`src/rtl/gate_timer.sv`:
```
// ============================================================================
// Module   : gate_timer
// Brief    : Loadable down-counter timing how long the exit barrier stays open.
// Revision : 1.0
// ============================================================================
`default_nettype none

module gate_timer #(
    parameter int GATE_CYCLES = 4
) (
    input  logic clk,
    input  logic rst,
    input  logic i_load,
    input  logic i_en,
    output logic o_done
);

    localparam int CNT_W = $clog2(GATE_CYCLES + 1);
    localparam logic [CNT_W-1:0] c_load_val = CNT_W'(GATE_CYCLES);
    localparam logic [CNT_W-1:0] c_one      = CNT_W'(1);

    logic [CNT_W-1:0] r_cnt;

    // Decrement stops at zero so an idle timer never wraps.
    always_ff @(posedge clk) begin
        if (rst) begin
            r_cnt <= '0;
        end else if (i_load) begin
            r_cnt <= c_load_val;
        end else if (i_en && (r_cnt != '0)) begin
            r_cnt <= r_cnt - c_one;
        end
    end

    assign o_done = (r_cnt == c_one);

endmodule

`default_nettype wire

```
`config.mk`:
```
export PLATFORM = sky130hd
export DESIGN_NAME = gate_timer
export DESIGN_NICKNAME = d
export VERILOG_FILES = /design/src/rtl/gate_timer.sv
export SDC_FILE = /design/constraint.sdc
export NUM_CORES = 1
export LEC_CHECK = 0
export BUFFER_PORTS_ARGS = -buffer_cell sky130_fd_sc_hd__buf_2
export CORE_AREA = 3 3 40 42
export CTS_BUF_LIST = sky130_fd_sc_hd__clkbuf_16
export DETAILED_ROUTE_END_ITERATION = 6
export DIE_AREA = 0 0 43 45
export PLACE_DENSITY_LB_ADDON = 0.2
export SLEW_MARGIN = 20
export SYNTH_ARGS = -nofsm -noshare
export SYNTH_HDL_FRONTEND = slang
export SYNTH_SLANG_ARGS = --single-unit
```
`constraint.sdc`:
```
create_clock -name clk -period 1.5 [get_ports clk]
set_clock_uncertainty 0.2 [all_clocks]
set_input_delay 0.075 -clock clk [delete_from_list [all_inputs] [get_ports clk]]
set_output_delay 0.075 -clock clk [all_outputs]
set_load 0.02 [all_outputs]
```
==> results of run 1 <==
## layout by cell type, fill, tap and decap left out
cell,n
ha_4,1
nand2b_4,1
nor3_1,1
a2111oi_2,1
and3_2,1
inv_1,3
buf_2,4
nor2_1,2
dlygate4sd3_1,3
clkbuf_16,3
dfxtp_1,3
ha_1,2
nor4_1,1
and2b_2,1
a21boi_0,1
a21oi_1,1
a31o_1,1
a311oi_2,1
## critical path: cells and delay by family, from the launching register on
kind,cells,cell delay (ns)
AND/OR/NAND/NOR,1,0.07
AO/OA/AOI/OAI,2,0.48
adder cells (fa/ha/maj),1,0.18
buffers and inverters,1,0.16
flip-flops,1,0.32
## path summary, 6_finish.rpt
kind              startpoint  endpoint  slack [ns]  cells past startpoint
setup / recovery    r_cnt[0]  r_cnt[0]        0.05                      5
setup reg to reg    r_cnt[0]  r_cnt[0]        0.05                      5
hold / removal      r_cnt[1]  r_cnt[1]        0.31                      2
hold reg to reg     r_cnt[1]  r_cnt[1]        0.31                      2
## cell type report
| cell class | count | share of cell area, % |
|---|---|---|
| Multi-Input combinational cell | 15 | 41.1 |
| Clock buffer | 3 | 20.5 |
| Sequential cell | 3 | 16.4 |
| Timing Repair Buffer | 7 | 13.7 |
| Tap cell | 15 | 5.14 |
| Inverter | 2 | 2.05 |
| Clock inverter | 1 | 1.03 |
## timing repair
action | CTS | global route
hold endpoints to repair | 3 | 0
gates resized for setup | 0 | 3
setup endpoints to repair | 0 | 3
hold buffers | 3 | 0
## power by group through the flow
stage               registers (mW)  clock network, mW  logic, mW
finish                      0.0880              0.410     0.0518
global route                0.0887              0.424     0.0583
CTS                         0.0881              0.418     0.0445
detailed placement          0.0892                  0     0.0379
global placement            0.0892                  0     0.0379
floorplan                   0.0882                  0     0.0251
## cell families after synthesis
| group | count (synthesis) | synth area share (%) |
|---|---|---|
| fa+ha+maj | 3 | 18.9 |
| simple gates | 7 | 24.5 |
| buf+inv | 2 | 3.77 |
| compound gates | 5 | 22.6 |
| flops | 3 | 30.2 |
## layer usage
| layer | wire (um) | global-route usage, % |
|---|---|---|
| met5 | 0 | 0 |
| met1 | 228 | 6.02 |
| met4 | 0 | 7.23 |
| met2 | 234 | 6.59 |
| met3 | 12 | 2.39 |
## stage by stage
stage               power, mW  hold WS, ns  setup TNS, ns
detailed placement      0.127        0.106              0
global route            0.571        0.357        -0.0464
floorplan               0.113      -0.0526              0
finish                  0.550        0.308              0
global placement        0.127        0.106              0
CTS                     0.550        0.311              0
==> results.json, run 1 <==
{
  "status": "finished, final reports clean",
  "swShare_pct": 17.3,
  "dp.cells": 39,
  "io_pins": 5,
  "synth_top_area_share_pct": 30.2,
  "grt_start_max_net_pins": 7,
  "seqPwrFrac_pct": 16.0,
  "slew_violations": 0,
  "fp-row-count": 13,
  "hold_path.class": "reg2reg",
  "period_share_pct": 97.0,
  "endpoint_kind": "flip-flop",
  "io_buffer_count": 4,
  "fin_area_um2": 365,
  "path_cells": "inv_1, ha_4, nand2b_4, a2111oi_2, a31o_1",
  "ant_nets": 0,
  "min_period_ns": 1.45,
  "synth_area_leaders": "dfxtp_1, ha_1, a2111oi_2, nand2b_4, a311oi_1",
  "vias": 186,
  "synthArstFlopShare_pct": 0,
  "dp_slack_ns": 0.0252,
  "gr-total-overflow": 0,
  "ys.flop_type": "dfxtp_1",
  "clockPowerShare_pct": 74.6,
  "cp.required_ns": 1.46,
  "routedWlPerCell_um": 10.3,
  "ff_latch_area_um2": 60.1,
  "ys_types": 14,
  "power_frac_comb_pct": 9.4,
  "largest_reg_flops": 3,
  "core_um2": 1280,
  "path_max_fanout": 4,
  "drc_errors": 0,
  "vias_per_cell": 4.04,
  "routed_wl_um": 475,
  "clock_latency_ns": 0.22,
  "cellPowerDensity_nw_per_um2": 1510,
  "maxCapViolCount": 0,
  "ir_worst_vdd_uv": 549,
  "top_register": "r_cnt",
  "grt_antenna_before_repair": 0,
  "cp.arrival_ns": 1.42,
  "max_freq_ghz": 0.687,
  "synth-edff-count": 0,
  "htree_levels": 1,
  "cts_root_buffer": "clkbuf_16",
  "slew_headroom_pct": 83.1,
  "grt_pass1_wl_um": 710,
  "top_regs": "r_cnt (3)",
  "netlist_area_um2": 199,
  "slowest_delay_ns": 0.34,
  "cts_tree": "done",
  "p_sw_mw": 0.0953,
  "clock_sinks": 3,
  "gp_congestion": 0.684,
  "clock_path_buffers": 2,
  "cts_inserted_buffers": 3,
  "area_growth_syn_to_layout_pct": 83.6,
  "initial_core_util_pct": 15.5,
  "ys_top_cells_by_count": "dfxtp_1, ha_1, inv_1, nor2_1",
  "cts_setup_buffers": 0,
  "post-dp-hpwl_um": 306,
  "ys_seq_area_share_pct": 30.2,
  "grt.total_usage_pct": 5.41,
  "grt_pass1_vias": 179,
  "clk_pin_slew_ns": 0.03,
  "fillers": 145,
  "p_int_mw": 0.455,
  "p_leak_nw": 0.154,
  "dpl-instance-area_um2": 238,
  "synth_seq_cells": 3,
  "drtIter0Drc": 3,
  "drt_first_pass_iters": 4,
  "die_w_um": 43,
  "multi_input_area_um2": 150,
  "rsz0062_at_grt": "true",
  "drive_above_1_share_pct": 41.9,
  "setup_viol_count_final": 0,
  "synth_warnings": 0,
  "fin_cells": 46,
  "tightest_slew_ns": 0.253,
  "diodes": 0,
  "syn_avg_cell_area_um2": 9.95,
  "dieArea_um2": 1940,
  "crit_slowest_cell": "a2111oi_2",
  "synth_top_area_cell": "dfxtp_1",
  "cp-start-kind": "flip-flop",
  "nNetsFinal": 39,
  "final.setup.worst_slack_ns": 0.0452,
  "syn-num-nets": 27,
  "synthCells": 20,
  "finalHoldViolCount": 0,
  "crit_type": "reg2reg",
  "die_h_um": 45,
  "final_util_pct": 28.4
}
No activity file was read; power rests on OpenSTA's default activity.
==> run 2: changes to the inputs <==
--- a/config.mk
+++ b/config.mk
@@ -10,7 +10,6 @@
 export CTS_BUF_LIST = sky130_fd_sc_hd__clkbuf_16
 export DETAILED_ROUTE_END_ITERATION = 6
 export DIE_AREA = 0 0 43 45
-export PLACE_DENSITY_LB_ADDON = 0.2
 export SLEW_MARGIN = 20
 export SYNTH_ARGS = -nofsm -noshare
 export SYNTH_HDL_FRONTEND = slang
==> results.json, run 2 (synthesis results as in run 1) <==
{
  "die_h_um": 45,
  "setup_viol_count_final": 0,
  "slew_headroom_pct": 82.7,
  "cp-start-kind": "flip-flop",
  "dp_slack_ns": 0.0452,
  "status": "finished, final reports clean",
  "period_share_pct": 95.9,
  "routedWlPerCell_um": 8.79,
  "initial_core_util_pct": 15.5,
  "path_cells": "buf_4, ha_1, and2b_2, buf_2",
  "slew_violations": 0,
  "cts_root_buffer": "clkbuf_16",
  "gp_congestion": 0.684,
  "io_buffer_count": 4,
  "endpoint_kind": "primary output",
  "vias_per_cell": 4.04,
  "setup-tns-final_ns": 0,
  "grt_pass1_vias": 186,
  "path_max_fanout": 2,
  "cts_tree": "done",
  "hold_path.class": "reg2reg",
  "top_register": "r_cnt",
  "largest_reg_flops": 3,
  "top_regs": "r_cnt (3)",
  "ff_latch_area_um2": 60.1,
  "multi_input_area_um2": 144,
  "crit_type": "reg2out",
  "diodes": 0,
  "area_growth_syn_to_layout_pct": 84.3,
  "grt_pass1_wl_um": 752,
  "nNetsFinal": 40,
  "grt_start_max_net_pins": 7,
  "cp.arrival_ns": 1.16,
  "crit_slowest_cell": "dfxtp_1",
  "drt_first_pass_iters": 4,
  "grt.total_usage_pct": 5.75,
  "htree_levels": 1,
  "clock_sinks": 3,
  "final.setup.worst_slack_ns": 0.0615,
  "timing.rr.start": "r_cnt[1]",
  "hold_path.startpoint": "r_cnt[1]",
  "ant_nets": 0,
  "finalHoldViolCount": 0,
  "fp-row-count": 13,
  "tightest_slew_ns": 0.258,
  "rsz0062_at_grt": "false",
  "clock_path_buffers": 2,
  "drtIter0Drc": 7,
  "drive_above_1_share_pct": 43.8,
  "max_freq_ghz": 0.695,
  "gr-total-overflow": 0,
  "p_leak_nw": 0.159,
  "clk_pin_slew_ns": 0.03,
  "clock_latency_ns": 0.22,
  "dieArea_um2": 1940,
  "cellPowerDensity_nw_per_um2": 1500,
  "slowest_delay_ns": 0.30,
  "routed_wl_um": 413,
  "cp.required_ns": 1.22,
  "vias": 190,
  "io_pins": 5,
  "min_period_ns": 1.44,
  "worstSetupStartpoint": "r_cnt[0]",
  "cts_inserted_buffers": 3,
  "post-dp-hpwl_um": 306,
  "drc_errors": 0,
  "maxCapViolCount": 0,
  "core_um2": 1280,
  "die_w_um": 43,
  "layout_common_cells": "buf_2, clkbuf_16, dlygate4sd3_1, dfxtp_1",
  "ir_worst_vdd_uv": 589,
  "fillers": 127,
  "final_common_cell": "buf_2",
  "cts_setup_buffers": 0,
  "grt_antenna_before_repair": 0
}
-- run 2: cell types whose count changed in the layout (fill, tap and decap cells not counted), sizes merged --
cell	previous run	this run
buf	4	5
-- run 2: through the flow --
| stage | hold slack [ns] | cells | power [mW] | util [%] | area [um^2] |
|---|---|---|---|---|---|
| final | 0.319 | 47 | 0.548 | 28.5 | 367 |
| after CTS | 0.322 | 47 | 0.554 | 27.6 | 354 |
| after global placement | 0.101 | 40 | 0.128 | 19.1 | 245 |
| after detailed placement | 0.109 | 40 | 0.129 | 19.1 | 245 |
| after global routing | 0.333 | 47 | 0.569 | 28.5 | 367 |
| after floorplan | -0.0526 | 20 | 0.113 | - | 199 |
-- run 2: final cells by class --
cell class,count,share of cell area (%)
clock inverters,1,1.02
repair buffers,8,15.7
multi-input cells,15,39.2
flip-flops and latches,3,16.4
clock buffers,3,20.5
well taps,15,5.12
inverters,2,2.05
-- run 2: final timing paths --
| path | end | slack, ns | cells after the start |
|---|---|---|---|
| worst max register to register | r_cnt[0] | 0.11 | 5 |
| worst min-delay path | r_cnt[1] | 0.32 | 2 |
| worst min register to register | r_cnt[1] | 0.32 | 2 |
| worst max-delay path | o_done | 0.06 | 4 |
-- run 2: where the power goes --
part | leakage [nW] | switching [mW] | internal (mW)
combinational | 0.0921 | 0.0233 | 0.0259
sequential | 0.0246 | 0.00322 | 0.0848
clock | 0.0423 | 0.0680 | 0.343
-- run 2: layer usage --
| layer | vias to the layer above | global-route usage, % | part of all wire, % |
|---|---|---|---|
| met5 | - | 0 | 0 |
| met4 | 0 | 7.23 | 0 |
| met3 | 0 | 2.39 | 8.0 |
| met2 | 5 | 6.89 | 40 |
| met1 | 85 | 6.75 | 51 |
| li1 | 100 | - | - |
-- run 2: worst max-delay path: cells and delay by family (launching register included) --
family	cells	cell delay (ns)
fa+ha+maj	1	0.18
buf+inv	2	0.28
flops	1	0.30
simple gates	1	0.18
-- run 2: what timing repair did --
item                       4_1_cts  5_1_grt
setup endpoints to repair        0        2
resized for setup                0        3
hold buffers                     3        0
hold endpoints to repair         3        0
==> run 3: changes to the inputs <==
--- a/config.mk
+++ b/config.mk
@@ -10,6 +10,7 @@
 export CTS_BUF_LIST = sky130_fd_sc_hd__clkbuf_16
 export DETAILED_ROUTE_END_ITERATION = 6
 export DIE_AREA = 0 0 43 45
+export RECOVER_POWER = 100
 export SLEW_MARGIN = 20
 export SYNTH_ARGS = -nofsm -noshare
 export SYNTH_HDL_FRONTEND = slang
==> results.json, run 3 (synthesis results as in run 1) <==
{
  "status": "finished, final reports clean",
  "clock_path_buffers": 2,
  "initial_core_util_pct": 15.5,
  "largest_reg_flops": 3,
  "reg2reg_slack_ns": 0.11,
  "cts_tree": "done",
  "top_regs": "r_cnt (3)",
  "post-dp-hpwl_um": 306,
  "min_path_cells": 2,
  "grt_pass1_vias": 186,
  "grt_antenna_before_repair": 0,
  "clockPowerShare_pct": 75.0,
  "io_buffer_count": 4,
  "diodes": 0,
  "busiest_layer": "met4",
  "routedWlPerCell_um": 8.79,
  "vias": 190,
  "top_register": "r_cnt",
  "drive_above_1_share_pct": 43.8,
  "clock_sinks": 3,
  "maxCapViolCount": 0,
  "p_leak_nw": 0.158,
  "die_h_um": 45,
  "path_cells": "buf_4, ha_1, and2b_2, clkbuf_2",
  "p_int_mw": 0.454,
  "slew_violations": 0,
  "crit_slowest_cell": "dfxtp_1",
  "tightest_slew_ns": 0.258,
  "cts_inserted_buffers": 3,
  "p_sw_mw": 0.0945,
  "multi_input_area_um2": 144,
  "path_max_fanout": 2,
  "seqPwrFrac_pct": 16.0,
  "timing.rr.start": "r_cnt[1]",
  "grt_pass1_wl_um": 752,
  "hold_path.class": "reg2reg",
  "vias_per_cell": 4.04,
  "nNetsFinal": 40,
  "setup-tns-final_ns": 0,
  "cellPowerDensity_nw_per_um2": 1500,
  "grt_start_max_net_pins": 7,
  "drc_errors": 0,
  "area_growth_syn_to_layout_pct": 84.3,
  "core_um2": 1280,
  "slew_headroom_pct": 82.7,
  "cts_setup_buffers": 0,
  "whs_ns": 0.319,
  "grt.total_usage_pct": 5.75,
  "ir_worst_vdd_uv": 589,
  "ff_latch_area_um2": 60.1,
  "grtUsageMet3_pct": 2.39,
  "clk_pin_slew_ns": 0.03,
  "fp-row-count": 13,
  "gr-total-overflow": 0,
  "min_period_ns": 1.44,
  "swShare_pct": 17.2,
  "hold_path_end": "r_cnt[1]",
  "reg2reg_to": "r_cnt[0]",
  "use_met2_pct": 6.89,
  "ant_nets": 0,
  "cts_root_buffer": "clkbuf_16",
  "dieArea_um2": 1940,
  "gp_congestion": 0.684,
  "layout_common_cells": "clkbuf_16, dlygate4sd3_1, buf_2, dfxtp_1",
  "cp-start-kind": "flip-flop",
  "routed_wl_um": 413,
  "slowest_delay_ns": 0.30,
  "endpoint_kind": "primary output",
  "hold_path.startpoint": "r_cnt[1]",
  "use_met1_pct": 6.75,
  "io_pins": 5,
  "setup_viol_count_final": 0,
  "reg2reg_depth": 5,
  "clock_latency_ns": 0.22,
  "htree_levels": 1,
  "fillers": 127,
  "cp.required_ns": 1.22,
  "rsz0062_at_grt": "false",
  "drtIter0Drc": 7,
  "max_freq_ghz": 0.695,
  "period_share_pct": 95.9,
  "die_w_um": 43,
  "finalHoldViolCount": 0,
  "drt_first_pass_iters": 4,
  "power_frac_comb_pct": 9.0,
  "cp.arrival_ns": 1.16,
  "crit_type": "reg2out"
}
## run 3: changes by cell type in the layout (fill, tap and decap cells not counted)
cell      delta
buf_2        -1
clkbuf_2     +1
## run 3: critical path, delay by kind of cell (launching register included)
family                     cells  cell delay (ns)
and+or+nand+nor                1             0.18
DFF                            1             0.30
buffers and inverters          2             0.28
adders and majority gates      1             0.18
## run 3: through the flow
step / instance area, um^2 / cells / power, mW / util (%) / setup slack (ns)
5_1_grt: 367 / 47 / 0.569 / 28.5 / 0.0192
3_3_place_gp: 245 / 40 / 0.128 / 19.1 / 0.0692
6_report: 367 / 47 / 0.548 / 28.5 / 0.0621
3_5_place_dp: 245 / 40 / 0.129 / 19.1 / 0.0452
4_1_cts: 354 / 47 / 0.554 / 27.6 / 0.0387
2_1_floorplan: 199 / 20 / 0.113 / - / 0.103
## run 3: routing by layer
metal / wire [um] / vias up
met5: 0 / -
met4: 0 / 0
met3: 33 / 0
met2: 167 / 5
met1: 212 / 85
li1: - / 100
## run 3: power by group through the flow
| stage | combinational (mW) | sequential (mW) | clock [mW] |
|---|---|---|---|
| 2_1_floorplan | 0.0251 | 0.0882 | 0 |
| 5_1_grt | 0.0557 | 0.0884 | 0.425 |
| 4_1_cts | 0.0460 | 0.0876 | 0.420 |
| 3_3_place_gp | 0.0391 | 0.0886 | 0 |
| 6_report | 0.0492 | 0.0880 | 0.411 |
| 3_5_place_dp | 0.0399 | 0.0887 | 0 |
## run 3: final cells by class
type,instances,share of cell area (%)
Clock buffer,3,20.5
Multi-Input combinational cell,15,39.2
Sequential cell,3,16.4
Timing Repair Buffer,8,15.7
Inverter,2,2.05
Tap cell,15,5.12
Clock inverter,1,1.02
## run 3: timing repair
action                     4_1_cts  5_1_grt
setup endpoints to repair        0        2
hold buffers                     3        0
resized for setup                0        3
hold endpoints to repair         3        0
## run 3: worst max path at each step
stage / startpoint / endpoint / slack [ns]
CTS: r_cnt[0] / r_cnt[0] / 0.04
global route: r_cnt[1] / r_cnt[0] / 0.02
detailed placement: r_cnt[0] / r_cnt[0] / 0.05
global placement: r_cnt[0] / r_cnt[0] / 0.07
floorplan: r_cnt[0] / r_cnt[0] / 0.10
finish: r_cnt[0] / o_done / 0.06
